[config.mk]
export PLATFORM = sky130hd
export DESIGN_NAME = bp_reg_arb
export DESIGN_NICKNAME = d
export VERILOG_FILES = /design/src/rtl/bp_reg_arb.sv
export SDC_FILE = /design/constraint.sdc
export NUM_CORES = 1
export LEC_CHECK = 0
export ABC_CLOCK_PERIOD_IN_PS = 4300
export CORE_MARGIN = 4
export CORE_UTILIZATION = 51
export CTS_BUF_LIST = sky130_fd_sc_hd__clkbuf_4
export DETAILED_ROUTE_END_ITERATION = 16
export PLACE_DENSITY = 0.87
export SLEW_MARGIN = 20
export SYNTH_ARGS = -nofsm -noshare
export SYNTH_HDL_FRONTEND = slang
export SYNTH_SLANG_ARGS = --single-unit
[constraint.sdc]
create_clock -name i_clk -period 4.3 [get_ports i_clk]
set_input_delay 0.86 -clock i_clk [delete_from_list [all_inputs] [get_ports i_clk]]
set_output_delay 0.86 -clock i_clk [all_outputs]
set_load 0.02 [all_outputs]
[src/rtl/bp_reg_arb.sv]
// bp_reg_arb: two-requester round-robin arbiter in front of a shared bytepipe register memory
// Ports:
//   i_clk, i_rst_n (async active-low), i_cg (clock gate, 1 = enabled)
//   requester A/B: i_x_bp_* command in, o_x_bp_* response out (x = a, b)
//   memory: o_m_bp_* command out, i_m_bp_* response in
//   o_owner (00 none, 01 A, 10 B), o_timeout (one-cycle abort pulse)
module bp_reg_arb #(
    parameter int unsigned TIMEOUT = 255
) (
    input  logic       i_clk,
    input  logic       i_rst_n,
    input  logic       i_cg,
    input  logic [7:0] i_a_bp_data,
    input  logic       i_a_bp_valid,
    output logic       o_a_bp_ready,
    output logic [7:0] o_a_bp_data,
    output logic       o_a_bp_valid,
    input  logic       i_a_bp_ready,
    input  logic [7:0] i_b_bp_data,
    input  logic       i_b_bp_valid,
    output logic       o_b_bp_ready,
    output logic [7:0] o_b_bp_data,
    output logic       o_b_bp_valid,
    input  logic       i_b_bp_ready,
    output logic [7:0] o_m_bp_data,
    output logic       o_m_bp_valid,
    input  logic       i_m_bp_ready,
    input  logic [7:0] i_m_bp_data,
    input  logic       i_m_bp_valid,
    output logic       o_m_bp_ready,
    output logic [1:0] o_owner,
    output logic       o_timeout
);
    typedef enum logic [1:0] {IDLE, CMD, DATA, RESP} state_t;
    state_t      r_state, w_state_nx;
    logic [1:0]  r_owner, w_owner_nx;
    logic        r_last_a, w_last_a_nx;
    logic [15:0] r_cnt, w_cnt_nx, w_cnt_inc;
    logic        r_timeout, w_timeout_nx;
    logic        w_sel_a, w_cmd, w_resp, w_cmd_hs, w_rsp_hs;
    assign w_sel_a      = r_owner == 2'b01;
    assign w_cmd        = i_cg && (r_state == CMD || r_state == DATA);
    assign w_resp       = i_cg && r_state == RESP;
    assign o_m_bp_valid = w_cmd && (w_sel_a ? i_a_bp_valid : i_b_bp_valid);
    assign o_m_bp_data  = o_m_bp_valid ? (w_sel_a ? i_a_bp_data : i_b_bp_data) : 8'h00;
    assign o_a_bp_ready = w_cmd && w_sel_a && i_m_bp_ready;
    assign o_b_bp_ready = w_cmd && !w_sel_a && i_m_bp_ready;
    assign o_m_bp_ready = w_resp && (w_sel_a ? i_a_bp_ready : i_b_bp_ready);
    assign o_a_bp_valid = w_resp && w_sel_a && i_m_bp_valid;
    assign o_b_bp_valid = w_resp && !w_sel_a && i_m_bp_valid;
    assign o_a_bp_data  = o_a_bp_valid ? i_m_bp_data : 8'h00;
    assign o_b_bp_data  = o_b_bp_valid ? i_m_bp_data : 8'h00;
    assign w_cmd_hs     = o_m_bp_valid && i_m_bp_ready;
    assign w_rsp_hs     = i_m_bp_valid && o_m_bp_ready;
    assign w_cnt_inc    = (r_cnt == 16'hFFFF) ? r_cnt : r_cnt + 16'd1;
    assign o_owner      = (r_state == IDLE) ? 2'b00 : r_owner;
    assign o_timeout    = r_timeout;
    always_ff @(posedge i_clk or negedge i_rst_n) begin
        if (!i_rst_n) begin
            r_state   <= IDLE;
            r_owner   <= 2'b00;
            r_last_a  <= 1'b0;
            r_cnt     <= 16'd0;
            r_timeout <= 1'b0;
        end else begin
            r_state   <= w_state_nx;
            r_owner   <= w_owner_nx;
            r_last_a  <= w_last_a_nx;
            r_cnt     <= w_cnt_nx;
            r_timeout <= w_timeout_nx;
        end
    end
    always_comb begin
        w_state_nx   = r_state;
        w_owner_nx   = r_owner;
        w_last_a_nx  = r_last_a;
        w_cnt_nx     = r_cnt;
        w_timeout_nx = 1'b0;
        if (i_cg) begin
            case (r_state)
                IDLE: if (i_a_bp_valid || i_b_bp_valid) begin
                    // B wins only when alone or when A was served most recently
                    w_owner_nx = (i_b_bp_valid && (!i_a_bp_valid || r_last_a)) ? 2'b10 : 2'b01;
                    w_state_nx = CMD;
                end
                CMD: if (w_cmd_hs) begin
                    w_state_nx = o_m_bp_data[7] ? DATA : RESP;
                    w_cnt_nx   = 16'd0;
                end
                DATA: if (w_cmd_hs) begin
                    w_state_nx = RESP;
                    w_cnt_nx   = 16'd0;
                end
                RESP: if (w_rsp_hs) begin
                    w_state_nx  = IDLE;
                    w_last_a_nx = w_sel_a;
                end else begin
                    w_cnt_nx = w_cnt_inc;
                    if (TIMEOUT != 0 && w_cnt_inc >= 16'(TIMEOUT)) begin
                        w_state_nx   = IDLE;
                        w_last_a_nx  = w_sel_a;
                        w_timeout_nx = 1'b1;
                    end
                end
                default: w_state_nx = IDLE;
            endcase
        end
    end
endmodule

==> results.md <==
- Synth area leader: dfrtp_1
- Post-CTS Setup Repair Bufs: 0
- Skew-Pair Late Insertion Delay: 0.33 ns
- Worst Path Max Fanout: 9
- Crit start category: input port
- Number of max-cap violations: 0
- RSZ-0062 raised after global routing: false
- Status: finished clean
- Post-CTS sizing: 0
- Die X: 69.9 um
- Die height: 69.9 um
- Diodes inserted: 0
- Final TNS setup: 0 ns
- Rel. slew slack: 43.7%
- # DRC: 0
- CTS tree: done
- FILL cells: 316
- Peak supply drop: 0.264 mV
- CTS Buf Count: 3
- Share of cells above drive strength 1: 5.52%
- Pleak: 1.05 nW
- Buffers on Ports: 65
- Initial antenna violation count: 0
- Worst Setup SP: i_cg
- Top-level port count: 66
- Worst Hold Class: input port to asynchronous set/reset pin
- Post-synthesis sequential area ratio: 28.2%
- Commonest cells after routing, fill and taps aside: clkdlybuf4s50_1, nand2_1, a21oi_1
- Final min period: 3.76 ns
- Endpoints failing setup: 0
- Reg-to-reg setup timing slack: 1.49 ns
- Area occupied by registers: 551 um^2
- Die area: 4880 um^2
- Yosys top cell area share: 28.2%
- Fmax: 266 MHz
- Commonest non-fill, non-tap cell in the layout: clkdlybuf4s50_1
- Worst Tran Pin Value: 0.843 ns
- Vias post-DR: 2136
- Layout Area Growth over Synthesis: 32.8%
- R2R Path Start: r_state[0]
- Slew Viols, Final: 0
- FP Rows: 22
- Drt pass-1 iters: 4
- Synth Instances: 252
- Synth area leaders: dfrtp_1, a21oi_1, nand2_1, and2_1, nor2_1
- Worst-path clk slew: 0.13 ns
- Worst setup EP type: output port
- Routed wire length: 5.75 mm
- Syn Nets: 290
- Vias in the first global route: 1943
- CTS Buffer Depth: 2
- Synth cell types: 55
- YS warnings: 0
- Core Util, Final: 70.3%
- Fin Clk Skew: 0.0133 ns
- First-pass GRT wire length: 9.31 mm
- Final Power: 0.000939 W
- Most used DFF post-synth: dfrtp_1
- Worst EP arrival: 2.90 ns
- Via/cell ratio: 6.00
- Syn Area/Cell: 7.75 um^2
- Worst-case reg-to-reg path depth: 7
- Placer Congestion: 0.919
- Initial Util: 52.9%
- Gr usage total: 23.2%
- Cts hold-fix bufs: 0
- Final period util: 87.4%
- Synth async-reset ratio: 100%
- DRT antenna net count: 0
- H-tree levels: 1
- Number of synthesized flops with an enable pin: 0
- 1st-iter DRT viols: 150
- Critical Path RT: 3.44 ns
- Pwr dens: 362 nW/um^2
- Post-Syn Area: 1950 um^2
- DR WL/cell: 16.1 um
- FF-to-FF End: r_cnt[0]
- Root buffer cell: clkbuf_4
- Core Region: 3690 um^2
- Num Clock Sinks: 22
- Maximum number of pins on one net before global-route repair: 23
- Setup CP Type: input port to output port
- Final net count: 347
- Total gr overflow: 0
- Seq cells post-synth: 22
- Multi-input gate area: 1260 um^2
- Hpwl dp: 4.41 mm
- Hold Violations, Final: 0
## routing by layer
metal,wire length (um),GRT usage (%)
met1,2560,31.6
met2,2660,38.5
met3,418,3.02
met4,101,6.38
met5,0,0
## critical path, cell delays in order
cell and delay (ns):
clkdlybuf4s50_1 0.62, nand3_1 0.16, nor2_1 0.44, and2_1 0.22, clkdlybuf4s50_1 0.60
## through the flow
step	instance area (um^2)	std cells	worst slack [ns]	hold slack, ns
2_1_floorplan	1950	252	1.37	0.458
3_3_place_gp	2570	352	0.628	0.476
3_5_place_dp	2570	352	0.592	0.482
4_1_cts	2600	356	0.579	0.511
5_1_grt	2590	356	0.448	0.504
6_report	2590	356	0.542	0.469
## area by class of cell
cell class / instances / share of cell area (%)
multi-input cells: 205 / 48.8
repair buffers: 65 / 24.9
flip-flops and latches: 22 / 21.2
well taps: 48 / 2.32
inverters: 12 / 1.74
clock buffers: 3 / 0.869
clock inverters: 1 / 0.145
## synth_stat cells (2+ instances only)
library cell   n
a21o_1         2
a21oi_1       26
a31oi_1        8
a41oi_1        2
and2_1        17
and3_1         2
and4_1         2
and4b_1        2
buf_2          4
buf_4          3
clkbuf_1       3
clkbuf_8       2
dfrtp_1       22
ha_1           5
inv_1         12
mux2_1         2
mux2i_1        3
nand2_1       30
nand2b_1       3
nand3_1       14
nand4_1        7
nor2_1        21
nor2b_1        2
nor3_1         5
nor3b_1        2
o21ai_0       14
o21ai_1        3
o22a_1         2
o22ai_1        2
o31ai_1        4
or4_4          2
## logic make-up after synthesis
logic type	after synthesis	synth area share, %
muxes	6	3.27
xor gates and xnor gates	1	0.449
adders and majority gates	5	3.21
DFF	22	28.2
and+or+nand+nor	120	34.2
AOI/OAI and AO/OA	73	23.7
buffers and inverters	25	7.05
## state kept, by name (all words and copies together) (netlist names)
name,cells
r_owner,2
o_timeout,1
r_cnt,16
r_last_a,1
r_state,2
## how the worst max path moves through the flow
stage                                 to  slack (ns)  cells after the start
after detailed placement  o_b_bp_data[0]        0.59                      5
after global routing      o_b_bp_data[1]        0.45                      5
after floorplan           o_m_bp_data[7]        1.37                      5
after CTS                 o_b_bp_data[0]        0.58                      5
final                     o_b_bp_data[1]        0.54                      5
after global placement    o_b_bp_data[3]        0.63                      5
## where the power goes
part           switching [W]  internal (W)
Sequential         0.0000363      0.000237
Combinational       0.000330      0.000235
Clock              0.0000666     0.0000341
Note: power is estimated with default switching activity, not from simulation.
